--- config.mk ---
export PLATFORM = sky130hd
export DESIGN_NAME = baccarat_ctrl
export DESIGN_NICKNAME = d
export VERILOG_FILES = /design/src/rtl/baccarat_pkg.sv /design/src/rtl/scorehand.sv /design/src/rtl/baccarat_ctrl.sv
export SDC_FILE = /design/constraint.sdc
export NUM_CORES = 1
export LEC_CHECK = 0
export BUFFER_PORTS_ARGS = -buffer_cell sky130_fd_sc_hd__buf_2
export CORE_UTILIZATION = 25
export DETAILED_ROUTE_END_ITERATION = 10
export HOLD_SLACK_MARGIN = 0.1
export PLACE_DENSITY_LB_ADDON = 0.1
export SYNTH_ARGS = -nofsm -noshare
export SYNTH_HDL_FRONTEND = slang
export SYNTH_SLANG_ARGS = --single-unit
--- constraint.sdc ---
create_clock -name slow_clock -period 5.75 [get_ports slow_clock]
set_input_delay 1.15 -clock slow_clock [delete_from_list [all_inputs] [get_ports slow_clock]]
set_output_delay 1.15 -clock slow_clock [all_outputs]
set_load 0.01 [all_outputs]
--- src/rtl/baccarat_pkg.sv ---
// Shared types and helpers for the baccarat dealer controller.
package baccarat_pkg;

  typedef enum logic [3:0] {
    DEAL_P1, DEAL_D1, DEAL_P2, DEAL_D2, CHECK,
    DEAL_P3, CHECK_D, DEAL_D3, RESULT
  } state_e;

  localparam logic [3:0] FACE_TH = 4'd10;
  localparam logic [4:0] MODULUS = 5'd10;

  // Tens, faces and the out-of-range codes 14/15 are all worth nothing.
  function automatic logic [3:0] card_val(input logic [3:0] c);
    return (c >= FACE_TH) ? 4'd0 : c;
  endfunction

  // Sum of three card values is at most 27, so two conditional subtracts suffice.
  function automatic logic [3:0] mod_total(input logic [4:0] s);
    logic [4:0] r;
    r = s;
    if (r >= MODULUS) r = r - MODULUS;
    if (r >= MODULUS) r = r - MODULUS;
    return 4'(r);
  endfunction

  function automatic logic banker_draws(input logic [3:0] dscore, input logic [3:0] p3);
    logic draw;
    case (dscore)
      4'd0, 4'd1, 4'd2: draw = 1'b1;
      4'd3:             draw = (p3 != 4'd8);
      4'd4:             draw = (p3 >= 4'd2) && (p3 <= 4'd7);
      4'd5:             draw = (p3 >= 4'd4) && (p3 <= 4'd7);
      4'd6:             draw = (p3 >= 4'd6) && (p3 <= 4'd7);
      default:          draw = 1'b0;
    endcase
    return draw;
  endfunction

endpackage

--- src/rtl/scorehand.sv ---
// Baccarat hand total (0..9) from up to three card ranks; 0 means not dealt.
module scorehand
  import baccarat_pkg::*;
(
  input  logic [3:0] card1,
  input  logic [3:0] card2,
  input  logic [3:0] card3,
  output logic [3:0] total
);

  logic [4:0] sum;

  assign sum   = {1'b0, card_val(card1)} + {1'b0, card_val(card2)} + {1'b0, card_val(card3)};
  assign total = mod_total(sum);

endmodule

--- src/rtl/baccarat_ctrl.sv ---
// Baccarat dealing controller: sequences the six card slots, applies the
// third-card rules and lights the winner once the hand is complete.
module baccarat_ctrl
  import baccarat_pkg::*;
(
  input  logic       slow_clock,
  input  logic       resetb,
  input  logic       step,
  input  logic [3:0] new_card,
  output logic [3:0] pcard1,
  output logic [3:0] pcard2,
  output logic [3:0] pcard3,
  output logic [3:0] dcard1,
  output logic [3:0] dcard2,
  output logic [3:0] dcard3,
  output logic [3:0] pscore,
  output logic [3:0] dscore,
  output logic       player_win_light,
  output logic       dealer_win_light,
  output logic       done
);

  state_e state_q, state_d;
  logic [3:0] pcard1_q, pcard2_q, pcard3_q, dcard1_q, dcard2_q, dcard3_q;
  logic ld_p1, ld_p2, ld_p3, ld_d1, ld_d2, ld_d3;

  always_ff @(posedge slow_clock or negedge resetb) begin
    if (!resetb) state_q <= DEAL_P1;
    else         state_q <= state_d;
  end

  always_comb begin
    state_d = state_q;
    ld_p1 = 1'b0; ld_p2 = 1'b0; ld_p3 = 1'b0;
    ld_d1 = 1'b0; ld_d2 = 1'b0; ld_d3 = 1'b0;
    case (state_q)
      DEAL_P1: if (step) begin ld_p1 = 1'b1; state_d = DEAL_D1; end
      DEAL_D1: if (step) begin ld_d1 = 1'b1; state_d = DEAL_P2; end
      DEAL_P2: if (step) begin ld_p2 = 1'b1; state_d = DEAL_D2; end
      DEAL_D2: if (step) begin ld_d2 = 1'b1; state_d = CHECK;   end
      CHECK: begin
        if (pscore >= 4'd8 || dscore >= 4'd8) state_d = RESULT;
        else if (pscore <= 4'd5)              state_d = DEAL_P3;
        else if (dscore <= 4'd5)              state_d = DEAL_D3;
        else                                  state_d = RESULT;
      end
      DEAL_P3: if (step) begin ld_p3 = 1'b1; state_d = CHECK_D; end
      // Banker's decision depends on the value of the player's third card.
      CHECK_D: state_d = banker_draws(dscore, card_val(pcard3_q)) ? DEAL_D3 : RESULT;
      DEAL_D3: if (step) begin ld_d3 = 1'b1; state_d = RESULT; end
      RESULT:  state_d = RESULT;
      default: state_d = DEAL_P1;
    endcase
  end

  always_ff @(posedge slow_clock or negedge resetb) begin
    if (!resetb) begin
      pcard1_q <= 4'd0; pcard2_q <= 4'd0; pcard3_q <= 4'd0;
      dcard1_q <= 4'd0; dcard2_q <= 4'd0; dcard3_q <= 4'd0;
    end else begin
      if (ld_p1) pcard1_q <= new_card;
      if (ld_p2) pcard2_q <= new_card;
      if (ld_p3) pcard3_q <= new_card;
      if (ld_d1) dcard1_q <= new_card;
      if (ld_d2) dcard2_q <= new_card;
      if (ld_d3) dcard3_q <= new_card;
    end
  end

  scorehand u_pscore (.card1(pcard1_q), .card2(pcard2_q), .card3(pcard3_q), .total(pscore));
  scorehand u_dscore (.card1(dcard1_q), .card2(dcard2_q), .card3(dcard3_q), .total(dscore));

  assign pcard1 = pcard1_q;
  assign pcard2 = pcard2_q;
  assign pcard3 = pcard3_q;
  assign dcard1 = dcard1_q;
  assign dcard2 = dcard2_q;
  assign dcard3 = dcard3_q;

  // A tie lights both.
  assign done             = (state_q == RESULT);
  assign player_win_light = done && (pscore >= dscore);
  assign dealer_win_light = done && (dscore >= pscore);

endmodule
Word level (Yosys, flattened, before mapping)
Cells that the tools add are included.

word-level totals
  flip-flop bits (word level) = 28
  input port bits = 7
  output and inout port bits = 35
  word-level logic and storage cells = 96

cells by class
  $add $sub $neg = 8
  magnitude comparators = 20
  eq/ne operators = 21
  muxes and demuxes = 30
  reductions and logical operators = 10

operator list
  cell                                                             number
  2-to-1 mux 4 bit                                                 18
  case mux 4 bit (9 select lines)                                  1
  >= comparator 4 bit (second input constant)                      8
  equality test 4 x 3 -> 1 bit (second input constant)             7
  >= comparator 5 x 4 -> 1 bit (second input constant)             4
  equality test 4 x 2 -> 1 bit (second input constant)             4
  less-or-equal comparator 4 x 3 -> 1 bit (second input constant)  3
  != test 2 bit (second input constant)                            6
  adder 4 x 4 -> 5 bit                                             2
  adder 5 x 4 -> 5 bit                                             2
  2-to-1 mux 5 bit                                                 2
  subtractor 5 x 4 -> 5 bit (second input constant)                2
  equality test 4 x 1 -> 1 bit (second input constant)             2
  >= comparator 4 x 3 -> 1 bit (second input constant)             2
  >= comparator 4 bit                                              2
  zero test 4 bit                                                  2
  2-to-1 mux 1 bit                                                 8
  subtractor 4 bit (second input constant)                         2
  AND reduction 6 bit                                              1
  logical AND 1 bit                                                5
  case mux 1 bit (5 select lines)                                  1
  equality test 4 bit (second input constant)                      1
  >= comparator 4 x 2 -> 1 bit (second input constant)             1
  != test 4 bit (second input constant)                            1
  2 further kinds                                                  2

Depth between registers and ports, before layout
  word-level depth = 14
  depth in mapped cells = 23
  gate-level depth less buffers = 23

Hierarchy
Synthesis repeated with hierarchy kept, for this count alone.

unflattened totals
  cell total of the unflattened synthesis = 238
  area total of the unflattened synthesis = 2481.1 um^2

by module, submodules not included
  module         instances  cells each  area each (um^2)  sequential area each (um^2)
  baccarat_ctrl  1          116         1410.1            700.7
  scorehand      2          61          535.5             0.0

Least setup slack after synthesis
No wires, ideal clock.

  path type = reg2out
  start = register dcard3_q[1] (netlist: dcard3[1])
  end = output port player_win_light
  arrival time = 4911 ps
  data required time = 4600 ps
  slack = -311 ps
  stages on the path, launching flop included = 20
  path buffers = 0
  cell sequence = dfrtp_1 -> nor2b_1 -> fa_1 -> ha_1 -> fa_1 -> inv_1 -> ha_1 -> a21oi_1 -> nor3_4 -> mux2_2 -> inv_1 -> ha_1 -> nand2_1 -> a21bo_2 -> a31oi_1 -> a311o_1 -> o21ai_0 -> a31oi_1 -> a311o_1 -> a21boi_1

on the way
  word-level cells in the longest chain between the ends = 9
  elaborated cells on any way between the ends = 11
  classes of those cells = add/sub (3); order compare (4); mux (3); reduce/logical (1)

RTL lines
  item                                                                              RTL line             text
  start, declared                                                                   baccarat_ctrl.sv:24  logic [3:0] pcard1_q, pcard2_q, pcard3_q, dcard1_q, dcard2_q, dcard3_q;
  start signal, assigned                                                            baccarat_ctrl.sv:66  if (ld_d3) dcard3_q <= new_card;
  >= comparator 4 bit                                                               baccarat_pkg.sv:14   return (c >= FACE_TH) ? 4'd0 : c;
  2-to-1 mux 4 bit (*)                                                              baccarat_pkg.sv:14
  adder 5 x 4 -> 5 bit (*)                                                          scorehand.sv:13      assign sum = {1'b0, card_val(card1)} + {1'b0, card_val(card2)} + {1'b0, card_val(card3)};
  subtractor 5 x 4 -> 5 bit / >= comparator 5 x 4 -> 1 bit (equally long branches)  baccarat_pkg.sv:21   if (r >= MODULUS) r = r - MODULUS;
  2-to-1 mux 5 bit (*)                                                              baccarat_pkg.sv:21
  subtractor 4 bit / >= comparator 5 x 4 -> 1 bit (equally long branches)           baccarat_pkg.sv:22   if (r >= MODULUS) r = r - MODULUS;
  2-to-1 mux 4 bit (*)                                                              baccarat_pkg.sv:22
  >= comparator 4 bit (*)                                                           baccarat_ctrl.sv:82  assign player_win_light = done && (pscore >= dscore);
  logical AND 1 bit (*)                                                             baccarat_ctrl.sv:82
  end, declared                                                                     baccarat_ctrl.sv:18  output logic player_win_light,

Every way passes the cells marked *; elsewhere a longest branch is shown, timed or not.

Worst setup path after layout
  start = register dcard2_q[1] (netlist: dcard2[1])
  end = output port dealer_win_light

on the way
  word-level cells in the longest chain between the ends = 10
  elaborated cells on any way between the ends = 12
  classes of those cells = add/sub (4); order compare (4); mux (3); reduce/logical (1)

RTL lines
  item                                                                              RTL line             text
  start, declared                                                                   baccarat_ctrl.sv:24
  start signal, assigned                                                            baccarat_ctrl.sv:65  if (ld_d2) dcard2_q <= new_card;
  >= comparator 4 bit                                                               baccarat_pkg.sv:14
  2-to-1 mux 4 bit (*)                                                              baccarat_pkg.sv:14
  adder 4 x 4 -> 5 bit (*)                                                          scorehand.sv:13
  adder 5 x 4 -> 5 bit (*)                                                          scorehand.sv:13
  subtractor 5 x 4 -> 5 bit / >= comparator 5 x 4 -> 1 bit (equally long branches)  baccarat_pkg.sv:21
  2-to-1 mux 5 bit (*)                                                              baccarat_pkg.sv:21
  subtractor 4 bit / >= comparator 5 x 4 -> 1 bit (equally long branches)           baccarat_pkg.sv:22
  2-to-1 mux 4 bit (*)                                                              baccarat_pkg.sv:22
  >= comparator 4 bit (*)                                                           baccarat_ctrl.sv:83  assign dealer_win_light = done && (dscore >= pscore);
  logical AND 1 bit (*)                                                             baccarat_ctrl.sv:83
  end, declared                                                                     baccarat_ctrl.sv:19  output logic dealer_win_light,

Marked as above.

==> flow_results.org <==
** Status
- Outcome :: complete, but fails checks
- Failing checks :: setup timing

** Clocking
- At the later pin of the worst-skew pair, clock insertion delay measures 0.28 ns.
- Clock-pin slew was measured on the worst setup and hold paths at 0.10 ns.
- Counting the buffers created by CTS gives 3.
- Maximum number of buffers from clock root to sink :: 2
- Buffers inserted to repair hold after CTS numbered 0.
- CTS built an H-tree with a depth of 1.
- The root buffer cell chosen for the clock tree is sky130_fd_sc_hd__clkbuf_8.
- TritonCTS built the clock tree.
- Number of clock sinks :: 28

** Timing
- Setup TNS Final :: -0.574 ns
- The routed design could run at a clock period as short as 6.02 ns.
- Setup violations remaining at the end of the flow were counted as 3.
- Measured against its own limit, the worst slew margin works out to 0.529.
- Post-Route Skew :: 0.00317 ns
- F_max :: 166 MHz
- Final hold violation count :: 0
- Final worst-path cycle share :: 1.05
- At the pin with the least slew margin, the transition time is 0.699 ns.
- Worst-case setup margin in the final layout :: -0.268 ns
- The number of max-slew violations in the final report came to 0.
- Setup repair after global routing could not meet its margin everywhere.

** Setup path
- Launch point of the worst path :: dcard2[1]$_DFFE_PN0P_
- STA classifies the critical path endpoint as an output pin.
- In this run the register-to-register setup slack is 0.90 ns.
- Slowest cell delay on critical path :: 0.57 ns
- Critical Path AT :: 4.87 ns
- Grouping stages by cell kind, the critical path spends the most delay in adder cells.
- Critical path's slowest cell :: sky130_fd_sc_hd__fa_1
- In this run the worst setup path terminates at dealer_win_light.
- Crit. path cell count :: 22
- By startpoint and endpoint, the worst setup path is classified as reg -> out.
- Counting both buffers and inverters, the worst setup path holds a total of 4.
- The worst register-to-register path begins at dcard2[1]$_DFFE_PN0P_.
- At the worst endpoint, the required time is 4.60 ns.
- In this run the critical register-to-register path is captured at state_q[1]$_DFFE_PN0P_.
- Maximum fanout count along the critical path :: 4
- Launching element type of the critical path :: flip-flop
- Traced cell by cell, the critical path runs through nor2b_4 -> fa_1 -> ha_2 -> fa_1 -> inv_2 -> ha_4 -> nand2_4 -> a21oi_4 -> nor3_4 -> mux2_4 -> inv_4 -> ha_4 -> nand2_4 -> a21bo_4 -> a31oi_4 -> a311o_1 -> o21ai_4 -> buf_6 -> a21o_1 -> and4_1 -> o21a_1 -> buf_2.
- For the worst flop-to-flop path, the logic depth is 21.

** Place
- DP HPWL :: 6.25 mm
- Cell Count Post-Placement :: 519
- Buffers added on ports :: 41
- At the end of routability-driven placement, the weighted congestion stood at 0.748.

** Drt
- After detailed routing, the total wire length is 8.14 mm.
- Routed length per instance :: 14.8 um
- Routed via count :: 2,672
- Post-DR vias/cell :: 4.86
- 1st-pass router iterations :: 4
- Remaining design rule violation count :: 0
- In this run the remaining antenna-violating nets after routing total 0.
- Number of DRC markers in iteration 0 :: 108

** Global routing
- Initial antenna violation count :: 0
- Across every metal layer, demand over resource in global routing totals 0.147.
- Via count of the first global-routing pass :: 2,731
- In the global route stage, met1 resource usage came out at 0.215.
- Met3 GRT Util :: 0.0116
- Busiest layer in global routing :: met2
- Wire length of the first global-routing pass :: 13.6 mm
- In the global route stage, met2 resource usage came out at 0.240.
- Global route total overflow :: 0
- Largest net degree at the start of global routing :: 29

** Synthesis
- After synthesis, the share of flip-flops with an asynchronous set or reset is 1.00.
- Post-Syn Nets :: 329
- Leading cell types by total area after synthesis :: sky130_fd_sc_hd__dfrtp_1 (25%), sky130_fd_sc_hd__mux2_2 (11%), sky130_fd_sc_hd__fa_1 (7.3%), sky130_fd_sc_hd__ha_1 (6.8%), sky130_fd_sc_hd__nand2_1 (3.0%)
- After synthesis the cells add up to 2760 um2.
- Mapped Avg Cell Area :: 9.29 um2
- Of all cell types, the one taking the most synthesized area is sky130_fd_sc_hd__dfrtp_1.
- The netlist uses 67 different library cells.
- Dominant synthesized flop cell :: sky130_fd_sc_hd__dfrtp_1
- Leading cell type by number of instances after synthesis :: sky130_fd_sc_hd__dfrtp_1
- Count of flip-flops with a built-in enable after synthesis :: 0
- Yosys printed 0 warnings.
- Counting flops and latches in the post-synthesis netlist gives 28.
- Proportion of netlist area held by the largest area contributor :: 0.254
- Cell count after synthesis :: 297
- Sequential-to-total area share from yosys stat :: 0.254
- Leading post-synthesis cells by instance count :: sky130_fd_sc_hd__dfrtp_1 (28), sky130_fd_sc_hd__mux2_2 (26), sky130_fd_sc_hd__nand2_1 (22)

** Final layout
- Number of cells in the finished layout apart from fillers :: 550
- P&R area growth vs syn :: 50.5%
- Diode count :: 0
- Of the cells placed in the final design, the portion with a size suffix greater than 1 is 0.548.
- The final layout contains 447 nets.

** Floorplan
- Effective utilization at floorplan :: 0.263
- Boundary Pins :: 42
- The floorplan step defined a core boundary enclosing 10,500 um2.
- Total Die Area :: 11,500 um2
- Row count :: 37
- Die Span X :: 107 um
- Die Y-Extent :: 107 um

** Min path
- Path type of the worst min-delay path :: reg -> reg
- Along the worst hold path, the cell count comes to 1.

** Run
- Number of violations of the max-capacitance limit :: 0
-- worst min-delay path by stage --
stage	slack, ns	end	from
after floorplan	0.50	state_q[2]$_DFFE_PN0P_	state_q[3]$_DFFE_PN0P_
after global placement	0.54	state_q[2]$_DFFE_PN0P_	state_q[3]$_DFFE_PN0P_
after detailed placement	0.55	pcard2[0]$_DFFE_PN0P_	pcard2[0]$_DFFE_PN0P_
after CTS	0.56	state_q[2]$_DFFE_PN0P_	state_q[3]$_DFFE_PN0P_
after global routing	0.59	pcard2[0]$_DFFE_PN0P_	pcard2[0]$_DFFE_PN0P_
final	0.56	state_q[2]$_DFFE_PN0P_	state_q[3]$_DFFE_PN0P_
-- routing by layer --
layer | share of wire | wire, um
met2 | 0.46 | 3700
met4 | 0.0034 | 28
met5 | 0 | 0
met1 | 0.50 | 4100
met3 | 0.037 | 304
-- kinds of logic after synthesis --
| family | after synthesis | share of synthesized area |
|---|---|---|
| compound gates | 76 | 0.207 |
| xor+xnor | 9 | 0.0363 |
| fa+ha+maj | 25 | 0.141 |
| buf+inv | 28 | 0.0440 |
| flops | 28 | 0.254 |
| mux | 27 | 0.110 |
| simple gates | 104 | 0.209 |
-- repair_timing --
action,4_1_cts,5_1_grt
endpoints found under the setup margin,5,5
cloned,0,0
resized for setup,34,36
buffers inserted,17,10
pin swaps,23,33
-- state kept, by name, indices dropped and copies added, names as in the netlist --
register,cells
dcard3,4
state_q,4
pcard3,4
pcard1,4
dcard2,4
dcard1,4
pcard2,4
-- layout make-up --
class / instances / area (um2)
timing repair buffer: 121 / 817
fill: 1045 / 6360
tap: 136 / 170
multi-input combinational: 241 / 2320
inverter: 20 / 82.6
sequential: 28 / 706
clock buffer: 4 / 55.1
-- layout by cell type (no fill, tap or decap), types with 4 or more instances in the layout --
cell type and n:
sky130_fd_sc_hd__nand2_1 19, sky130_fd_sc_hd__buf_4 77, sky130_fd_sc_hd__ha_4 6, sky130_fd_sc_hd__nand4_1 6
sky130_fd_sc_hd__nor2_1 17, sky130_fd_sc_hd__nor2b_4 4, sky130_fd_sc_hd__o21ai_1 7, sky130_fd_sc_hd__fa_1 9
sky130_fd_sc_hd__mux2_2 24, sky130_fd_sc_hd__dfrtp_2 4, sky130_fd_sc_hd__dfrtp_1 24, sky130_fd_sc_hd__o21ai_0 7
sky130_fd_sc_hd__a21o_1 4, sky130_fd_sc_hd__o211ai_1 4, sky130_fd_sc_hd__ha_1 5, sky130_fd_sc_hd__ha_2 4
sky130_fd_sc_hd__clkbuf_8 4, sky130_fd_sc_hd__and2_1 5, sky130_fd_sc_hd__buf_2 41, sky130_fd_sc_hd__a21oi_1 4
sky130_fd_sc_hd__nor2b_1 5, sky130_fd_sc_hd__inv_2 4, sky130_fd_sc_hd__inv_1 13, sky130_fd_sc_hd__nand3_1 8
-- worst register-to-register path, cell delays in order (launching register included) --
cell                       delay (ns)
sky130_fd_sc_hd__dfrtp_1         0.42
sky130_fd_sc_hd__nor2b_4         0.14
sky130_fd_sc_hd__fa_1            0.47
sky130_fd_sc_hd__ha_2            0.20
sky130_fd_sc_hd__fa_1            0.57
sky130_fd_sc_hd__inv_2           0.07
sky130_fd_sc_hd__ha_4            0.17
sky130_fd_sc_hd__nand2_4         0.06
sky130_fd_sc_hd__a21oi_4         0.06
sky130_fd_sc_hd__nor3_4          0.23
sky130_fd_sc_hd__buf_6           0.15
sky130_fd_sc_hd__xnor2_2         0.08
sky130_fd_sc_hd__ha_4            0.17
sky130_fd_sc_hd__nand2_4         0.07
sky130_fd_sc_hd__a21bo_4         0.13
sky130_fd_sc_hd__a31oi_4         0.10
sky130_fd_sc_hd__a311o_1         0.38
sky130_fd_sc_hd__buf_4           0.18
sky130_fd_sc_hd__a211oi_1        0.38
sky130_fd_sc_hd__o21ai_0         0.21
sky130_fd_sc_hd__a311oi_1        0.38
sky130_fd_sc_hd__o21ai_1         0.12
-- through the flow --
stage	setup slack (ns)	instance area (um2)	util	hold slack, ns
6_report	-0.268	4150	0.395	0.559
5_1_grt	-0.480	4150	0.395	0.588
4_1_cts	-0.246	3920	0.373	0.560
3_5_place_dp	-0.175	3580	0.341	0.548
3_3_place_gp	-0.203	3580	0.341	0.539
2_1_floorplan	0.00273	2860	-	0.496
Power is not shown: default switching activity piles up to over one toggle a cycle in this logic, so the estimate is an artifact.
